File: config.mk
export PLATFORM = sky130hd
export DESIGN_NAME = wb_block_copy
export DESIGN_NICKNAME = d
export VERILOG_FILES = /design/src/rtl/wb_block_copy.sv
export SDC_FILE = /design/constraint.sdc
export NUM_CORES = 1
export LEC_CHECK = 0
export CORE_MARGIN = 1
export CORE_UTILIZATION = 50
export DETAILED_ROUTE_END_ITERATION = 8
export DONT_BUFFER_PORTS = 1
export PLACE_DENSITY = 0.65
export SETUP_SLACK_MARGIN = 0.15
export SYNTH_ARGS = -nofsm -noshare
export SYNTH_HDL_FRONTEND = slang
export SYNTH_SLANG_ARGS = --single-unit
File: constraint.sdc
create_clock -name clk_i -period 2.8 [get_ports clk_i]
set_clock_uncertainty 0.15 [all_clocks]
set_input_delay 0.42 -clock clk_i [delete_from_list [all_inputs] [get_ports clk_i]]
set_output_delay 0.42 -clock clk_i [all_outputs]
set_load 0.1 [all_outputs]
File: src/rtl/wb_block_copy.sv
// rtl/wb_block_copy.sv - single-outstanding Wishbone master copying a block of words through one dualportram port
module wb_block_copy #(
    parameter int AW      = 11,
    parameter int DW      = 32,
    parameter int TIMEOUT = 16
) (
    input  logic          clk_i,
    input  logic          rst_ni,
    input  logic          start_i,
    input  logic [AW-1:0] src_addr_i,
    input  logic [AW-1:0] dst_addr_i,
    input  logic [AW:0]   len_i,
    output logic          busy_o,
    output logic          done_o,
    output logic          err_o,
    output logic [AW:0]   count_o,
    output logic          wb_stb_o,
    output logic          wb_we_o,
    output logic [3:0]    wb_sel_o,
    output logic [AW-1:0] wb_addr_o,
    output logic [DW-1:0] wb_data_o,
    input  logic [DW-1:0] wb_data_i,
    input  logic          wb_ack_i,
    input  logic          wb_stall_i
);

    localparam int TW = $clog2(TIMEOUT + 1);

    typedef enum logic [2:0] {
        IDLE,
        RD_REQ,
        RD_WAIT,
        WR_REQ,
        WR_WAIT,
        FINISH
    } state_t;

    state_t          state_q, state_d;
    logic [AW-1:0]   src_q, src_d;
    logic [AW-1:0]   dst_q, dst_d;
    logic [AW:0]     rem_q, rem_d;
    logic [AW:0]     count_q, count_d;
    logic [DW-1:0]   data_q, data_d;
    logic [TW-1:0]   timer_q, timer_d;
    logic            busy_q, busy_d;
    logic            done_q, done_d;
    logic            err_q, err_d;
    logic            stb_q, stb_d;
    logic            we_q, we_d;
    logic [AW-1:0]   addr_q, addr_d;

    logic accept;
    logic timed_out;

    assign accept    = stb_q & ~wb_stall_i;
    assign timed_out = (timer_q == TW'(TIMEOUT - 1));

    always_comb begin
        state_d = state_q;
        src_d   = src_q;
        dst_d   = dst_q;
        rem_d   = rem_q;
        count_d = count_q;
        data_d  = data_q;
        timer_d = timer_q;
        busy_d  = busy_q;
        done_d  = 1'b0;
        err_d   = err_q;
        stb_d   = stb_q;
        we_d    = we_q;
        addr_d  = addr_q;

        case (state_q)
            IDLE: begin
                if (start_i) begin
                    src_d   = src_addr_i;
                    dst_d   = dst_addr_i;
                    rem_d   = len_i;
                    count_d = '0;
                    err_d   = 1'b0;
                    if (len_i == '0) begin
                        // done and busy are registered with the state, so FINISH shows done=1, busy=0
                        state_d = FINISH;
                        done_d  = 1'b1;
                        busy_d  = 1'b0;
                    end else begin
                        state_d = RD_REQ;
                        busy_d  = 1'b1;
                        stb_d   = 1'b1;
                        we_d    = 1'b0;
                        addr_d  = src_addr_i;
                    end
                end
            end
            RD_REQ: begin
                if (accept) begin
                    stb_d   = 1'b0;
                    timer_d = '0;
                    state_d = RD_WAIT;
                end
            end
            RD_WAIT: begin
                if (wb_ack_i) begin
                    data_d  = wb_data_i;
                    state_d = WR_REQ;
                    stb_d   = 1'b1;
                    we_d    = 1'b1;
                    addr_d  = dst_q;
                end else if (timed_out) begin
                    err_d   = 1'b1;
                    state_d = FINISH;
                    done_d  = 1'b1;
                    busy_d  = 1'b0;
                end else begin
                    timer_d = timer_q + 1'b1;
                end
            end
            WR_REQ: begin
                if (accept) begin
                    stb_d   = 1'b0;
                    timer_d = '0;
                    state_d = WR_WAIT;
                end
            end
            WR_WAIT: begin
                if (wb_ack_i) begin
                    count_d = count_q + 1'b1;
                    src_d   = src_q + 1'b1;
                    dst_d   = dst_q + 1'b1;
                    rem_d   = rem_q - 1'b1;
                    if (rem_q == (AW+1)'(1)) begin
                        state_d = FINISH;
                        done_d  = 1'b1;
                        busy_d  = 1'b0;
                    end else begin
                        state_d = RD_REQ;
                        stb_d   = 1'b1;
                        we_d    = 1'b0;
                        addr_d  = src_q + 1'b1;
                    end
                end else if (timed_out) begin
                    err_d   = 1'b1;
                    state_d = FINISH;
                    done_d  = 1'b1;
                    busy_d  = 1'b0;
                end else begin
                    timer_d = timer_q + 1'b1;
                end
            end
            FINISH: begin
                we_d    = 1'b0;
                state_d = IDLE;
            end
            default: begin
                state_d = IDLE;
                stb_d   = 1'b0;
                busy_d  = 1'b0;
            end
        endcase
    end

    always_ff @(posedge clk_i or negedge rst_ni) begin
        if (!rst_ni) begin
            state_q <= IDLE;
            src_q   <= '0;
            dst_q   <= '0;
            rem_q   <= '0;
            count_q <= '0;
            data_q  <= '0;
            timer_q <= '0;
            busy_q  <= 1'b0;
            done_q  <= 1'b0;
            err_q   <= 1'b0;
            stb_q   <= 1'b0;
            we_q    <= 1'b0;
            addr_q  <= '0;
        end else begin
            state_q <= state_d;
            src_q   <= src_d;
            dst_q   <= dst_d;
            rem_q   <= rem_d;
            count_q <= count_d;
            data_q  <= data_d;
            timer_q <= timer_d;
            busy_q  <= busy_d;
            done_q  <= done_d;
            err_q   <= err_d;
            stb_q   <= stb_d;
            we_q    <= we_d;
            addr_q  <= addr_d;
        end
    end

    assign busy_o    = busy_q;
    assign done_o    = done_q;
    assign err_o     = err_q;
    assign count_o   = count_q;
    assign wb_stb_o  = stb_q;
    assign wb_we_o   = we_q;
    assign wb_sel_o  = 4'b1111;
    assign wb_addr_o = addr_q;
    assign wb_data_o = data_q;

endmodule

==> parameters.txt, run 1 <==
Parameter                              Value

CTS
  Root buf cell    clkbuf_8
  Postcts setup bufs    0
  Clock tree buffer depth    2
  Clock-pin transition on the worst setup and hold timing paths    0.11 ns
  Clock latency on the worst-skew pair    between 0.3 and 0.4 ns
  Number of gates resized after cts    0
  Clock Sinks    about 100
  Number of buffers inserted during clock tree synthesis    9
  TritonCTS clock tree    yes
  H-Tree Level Count    3

Drt
  Total Routed Length    13600 um
  Avg WL per Cell    roughly 19 um
  DRC viols    0
  DRT Pass-1 Iters    4
  ANT nets after route    0
  Average vias per placed instance    between 6 and 7
  DRC marker count from the first detailed-route iteration    roughly 380
  Total via count after detailed routing    4429

Setup path
  Biggest fanout along the worst timing path    29
  Cell family with the largest share of critical-path delay    simple AND/OR/NAND/NOR gates
  Cell Chain, Critical Path    buf_12, mux2i_1, or2_2, nor3_1, xnor2_1, nor2_1
  Length in cells of the worst reg-to-reg path    6
  Capturing point of the worst reg2reg path    count_o[6]
  Critical path capture point type    flip-flop
  Reg-to-reg setup timing slack    0.37 ns
  Stage delay of the slowest cell on the critical path    0.60 ns
  Worst Path Required    between 2 and 3 ns
  Source of the worst register-to-register timing path    state_q[2]
  Critical path type    flip-flop to flip-flop
  CP bufs+invs    1
  Data arrival at the endpoint of the critical path    about 2.6 ns
  Crit path launch type    flip-flop
  Slowest CP cell    or2_2

Job
  Number of max-capacitance violations reported    0

Placed design
  Routability cong.    slightly below 1
  Number of placed instances with taps included    between 600 and 700
  Detailed Place HPWL    about 9500 um
  Input/output buffers    0

STA
  Max Transition Viols Final    0
  Setup repair after global routing missed its margin    no
  Final critical path time including I/O delays and setup    about 2.4 ns
  Aggregate negative setup slack    0 ns
  Fmax    between 400 and 500 MHz
  Worst hold slack after final layout    -0.419 ns
  Transition at the pin with the smallest max-transition slack    1.00 ns
  Final critical-path share of the clock period    86.9%
  Final count of negative-setup-slack endpoints    0
  Fin. Hold Viols    just over 100
  Tightest slew margin relative to the limit    between 30% and 40%

Cells and area
  Area grow syn2layout    8.70%
  Count of placed standard cells in the final layout, fillers left out    710
  Commonest cells after routing, fill and taps aside    102 x dfrtp_1, 51 x nand2_1, 46 x nor2_1
  Most common cell after layout, fill and taps aside    dfrtp_1
  Fraction of final layout cells with drive strength greater than 1    around 18%
  Net count, final    648
  # diodes    0

Floorplanning
  Die boundary width    106 um
  Starting density of the core    51.9%
  Top-level I/O count    between 100 and 150
  Full die area    approximately 11000 um2
  Row Count    37
  Height of the chip    106 um
  Std-Cell Core Area    roughly 10000 um2

Yosys
  Warnings, synthesis    0
  Mapped Avg Cell Area    around 9.6 um2
  Async set-reset flop share out of synthesis    100%
  Syn Inst Count    563
  Number of library cell types mapped by synthesis    just under 60
  Flip-flop and latch count after synthesis    just over 100
  Cell area after synthesis    between 5000 and 6000 um2
  Sequential area share after synthesis    47.2%
  Most used flip-flop cell after synthesis    dfrtp_1
  EDFF count, synth    0

Run status
  Failing checks    negative hold slack
  Result of the run    finished with violations

Global route
  Initial antenna violation count    0
  Leftover overflow at the end of global routing    0
  Maximum number of pins on one net before global-route repair    slightly above 100
  Vias in the first global route    between 4000 and 5000
  Global-route wire length before repair    about 22000 um
  Total routing resource utilization after global routing    roughly a quarter

Hold path
  Hold/Removal Path Class    input pin to async pin
[logic make-up after synthesis]
kind of cell / synth area share (%)
and+or+nand+nor: 17.1
AOI/OAI and AO/OA: 18.0
DFF: 47.2
buffers and inverters: 3.84
muxes: 9.33
xor gates and xnor gates: 2.59
adders and majority gates: 1.85
other: 0.0694
[cells in the mapped netlist (all sizes together) (12+ instances only)]
library cell  number  share of area [%]
a21oi             46                4.3
buf               14                1.6
clkbuf            21                1.5
dfrtp            102                 47
mux2              43                9.0
nand2             51                3.5
nand3             22                2.0
nor2              47                3.3
nor3              12                1.2
o21ai             42                3.9
o22ai             21                2.4
xor2              12                1.9
[metal layers]
| metal | share of wire (%) | global-route usage [%] | wire length, um | vias to the layer above |
|---|---|---|---|---|
| met1 | 41 | 31.7 | 5580 | 2167 |
| met2 | 49 | 41.5 | 6690 | 197 |
| met5 | 0 | 0 | 0 | - |
| li1 | - | - | - | 2048 |
| met3 | 8.2 | 6.62 | 1120 | 17 |
| met4 | 1.6 | 8.93 | 214 | 0 |
[state kept, by name, indices dropped and copies added (netlist names)]
signal	count
err_o	1
wb_data_o	32
done_o	1
src_q	11
timer_q	5
wb_we_o	1
dst_q	11
state_q	3
wb_addr_o	11
wb_stb_o	1
busy_o	1
rem_q	12
count_o	12
[per-stage QoR]
stage / utilization (%) / hold slack [ns] / worst slack, ns / area (um2)
floorplan: - / -0.0256 / 0.435 / 5420
global route: 56.4 / -0.441 / 0.180 / 5880
detailed placement: 54.4 / -0.0228 / 0.413 / 5660
CTS: 56.4 / -0.433 / 0.353 / 5880
global placement: 54.4 / -0.0231 / 0.483 / 5660
finish: 56.4 / -0.419 / 0.367 / 5880
[worst max path at each step]
| stage | start | to | slack [ns] | depth (start not counted) |
|---|---|---|---|---|
| after CTS | state_q[2] | count_o[6] | 0.35 | 6 |
| after floorplan | count_o[6] | count_o[10] | 0.44 | 5 |
| after global placement | state_q[1] | count_o[4] | 0.48 | 6 |
| after detailed placement | state_q[2] | src_q[0] | 0.41 | 5 |
| final | state_q[2] | count_o[6] | 0.37 | 6 |
| after global routing | rem_q[1] | wb_addr_o[10] | 0.18 | 8 |
[cell type report]
cell class,count,area (um2)
inverter,12,45.0
multi-input combinational,417,2670
tap,136,170
fill,939,4540
clock inverter,7,87.6
clock buffer,9,124
timing repair buffer,27,228
sequential,102,2550
Power of run 1 is left out: the tool's default activity adds up to more than one toggle a clock period on the data nets, which glitch-free logic cannot reach.
==> run 2: changes to the inputs <==
--- a/config.mk
+++ b/config.mk
@@ -5,6 +5,8 @@
 export SDC_FILE = /design/constraint.sdc
 export NUM_CORES = 1
 export LEC_CHECK = 0
+export ABC_CLOCK_PERIOD_IN_PS = 2800
+export CORE_ASPECT_RATIO = 0.9
 export CORE_MARGIN = 1
 export CORE_UTILIZATION = 50
 export DETAILED_ROUTE_END_ITERATION = 8
==> run 2 against run 1 <==
Against the previous run: non-clock buffer count is 1 higher; fmax about the same; count of clock-buffer cells in the layout did not move; critical endpoint is now wb_addr_o[2]; via count down 1.8%; utilization grew 0.92 points; the flow finishes with violations (design-rule violations, negative hold slack); critical path type unchanged.
==> parameters.txt, run 2 (same netlist as run 1, synthesis figures left out) <==
Parameter                              Value

Run status
  Result of the run    finished with violations (unchanged)
  Failing checks    design-rule violations, negative hold slack (was negative hold slack)

Floorplanning
  Top-level I/O count    135 (unchanged)
  Height of the chip    101 um (was 106 um)
  Die boundary width    112 um (was 106 um)
  Starting density of the core    52.1% (was 51.9%)
  Std-Cell Core Area    10400 um2 (about the same)
  Row Count    35 (was 37)
  Full die area    11200 um2 (about the same)

Cells and area
  Most common cell after layout, fill and taps aside    dfrtp_1 (unchanged)
  Fraction of final layout cells with drive strength greater than 1    17.9% (was 17.8%)
  Area grow syn2layout    10.1% (was 8.70%)
  Post-route standard cell area excluding fillers    5950 um2 (was 5880 um2)
  Number of flip-flops in the largest register    32 (unchanged)
  Number of fillers in the final layout    910 (was 939)
  Commonest cells after routing, fill and taps aside    102 x dfrtp_1, 51 x nand2_1, 46 x nor2_1 (unchanged)
  Net count, final    649 (was 648)
  Count of placed standard cells in the final layout, fillers left out    704 (was 710)
  # diodes    0 (unchanged)

Setup path
  Data arrival at the endpoint of the critical path    2.52 ns (was 2.55 ns)
  Worst Path Required    2.88 ns (was 2.92 ns)
  Critical path capture point type    flip-flop (unchanged)
  Stage delay of the slowest cell on the critical path    0.54 ns (was 0.60 ns)
  Reg-to-reg setup timing slack    0.37 ns (about the same)
  Cell Chain, Critical Path    or2b_2, a21o_1, o22ai_1, or4b_1, buf_4, mux2_2 (was buf_12, mux2i_1, or2_2, nor3_1, xnor2_1, nor2_1)
  Biggest fanout along the worst timing path    16 (was 29)
  CP bufs+invs    1 (unchanged)
  Crit path launch type    flip-flop (unchanged)
  Cell family with the largest share of critical-path delay    simple AND/OR/NAND/NOR gates (unchanged)
  Critical path type    flip-flop to flip-flop (unchanged)
  Slowest CP cell    dfrtp_1 (was or2_2)

Placed design
  Instance area at placement    5640 um2 (was 5660 um2)
  Number of placed instances with taps included    688 (was 694)
  Routability cong.    0.900 (was 0.971)
  Detailed Place HPWL    9400 um (was 9490 um)
  Input/output buffers    0 (unchanged)

CTS
  Number of gates resized after cts    0 (unchanged)
  Postcts setup bufs    0 (unchanged)
  H-Tree Level Count    3 (unchanged)
  Clock-pin transition on the worst setup and hold timing paths    0.08 ns (was 0.11 ns)
  Number of buffers inserted during clock tree synthesis    9 (unchanged)
  Clock tree buffer depth    2 (unchanged)
  TritonCTS clock tree    yes (unchanged)
  Clock Sinks    102 (unchanged)
  Clock latency on the worst-skew pair    0.35 ns (was 0.37 ns)
  Root buf cell    clkbuf_16 (was clkbuf_8)

Global route
  Total routing resource utilization after global routing    24.1% (was 25.1%)
  Initial antenna violation count    0 (unchanged)
  Global-route wire length before repair    21300 um (was 22100 um)
  Maximum number of pins on one net before global-route repair    103 (unchanged)
  Vias in the first global route    4264 (was 4467)
  Leftover overflow at the end of global routing    0 (unchanged)

Drt
  Avg WL per Cell    18.8 um (was 19.2 um)
  ANT nets after route    0 (unchanged)
  Average vias per placed instance    6.18 (was 6.24)
  DRC viols    5 (was 0)
  DRC marker count from the first detailed-route iteration    294 (was 375)
  Total via count after detailed routing    4351 (was 4429)
  Total Routed Length    13200 um (was 13600 um)
  DRT Pass-1 Iters    7 (was 4)

STA
  Final critical-path share of the clock period    86.9% (about the same)
  Final count of negative-setup-slack endpoints    0 (unchanged)
  Final critical path time including I/O delays and setup    2.43 ns (about the same)
  Tightest slew margin relative to the limit    36.1% (was 33.0%)
  Fin. Hold Viols    102 (unchanged)
  Fmax    411 MHz (about the same)
  Worst hold slack after final layout    -0.389 ns (was -0.419 ns)
  Transition at the pin with the smallest max-transition slack    0.958 ns (was 1.00 ns)
  Setup repair after global routing missed its margin    no (unchanged)
  Aggregate negative setup slack    0 ns (unchanged)
  Max Transition Viols Final    0 (unchanged)

Job
  Number of max-capacitance violations reported    0 (unchanged)

Hold path
  Hold/Removal Path Class    input pin to async pin (unchanged)
-- run 2: cell types whose count changed in the layout (fill, tap and decap cells not counted), sizes merged --
cell | before | now
buf | 27 | 28
bufinv | 1 | 0
clkinv | 4 | 5
-- run 2: cell type report --
type / count / area [um2] / share of cell area [%]
Inverter: 12 / 45.0 / 0.757
Timing Repair Buffer: 28 / 210 / 3.53
Clock inverter: 7 / 86.3 / 1.45
Multi-Input combinational cell: 417 / 2670 / 44.9
Clock buffer: 9 / 225 / 3.79
Tap cell: 129 / 161 / 2.71
Sequential cell: 102 / 2550 / 42.9
-- run 2: final timing paths --
kind                                    start            to  cells past startpoint
worst max-delay path               state_q[1]  wb_addr_o[2]                      6
worst max register to register     state_q[1]  wb_addr_o[2]                      6
max in group asynchronous              rst_ni  wb_data_o[6]                      0
worst min-delay path                   rst_ni      src_q[3]                      0
min in group clk_i              src_addr_i[1]      src_q[1]                      2
worst min register to register     timer_q[3]    timer_q[3]                      1
-- run 2: through the flow --
stage | setup WS [ns] | util (%)
2_1_floorplan | 0.435 | -
3_3_place_gp | 0.477 | 54.3
3_5_place_dp | 0.394 | 54.3
4_1_cts | 0.375 | 57.3
5_1_grt | 0.183 | 57.3
6_report | 0.366 | 57.3
-- run 2: metal layers --
| layer | share of wire [%] | vias to the layer above | GRT usage (%) |
|---|---|---|---|
| met3 | 8.3 | 15 | 7.16 |
| met2 | 49 | 165 | 39.6 |
| met4 | 1.5 | 0 | 10.1 |
| met1 | 41 | 2119 | 30.0 |
| met5 | 0 | - | 0 |
| li1 | - | 2052 | - |
Power of run 2 is left out for the same reason.
==> run 3: changes to the inputs <==
--- a/config.mk
+++ b/config.mk
@@ -6,8 +6,8 @@
 export NUM_CORES = 1
 export LEC_CHECK = 0
 export ABC_CLOCK_PERIOD_IN_PS = 2800
+export CAP_MARGIN = 20
 export CORE_ASPECT_RATIO = 0.9
-export CORE_MARGIN = 1
 export CORE_UTILIZATION = 50
 export DETAILED_ROUTE_END_ITERATION = 8
 export DONT_BUFFER_PORTS = 1
==> results of run 3 <==
Same layout as run 2: the final DEF is identical, and so are final timing and power.
Power of run 3 is left out for the same reason.
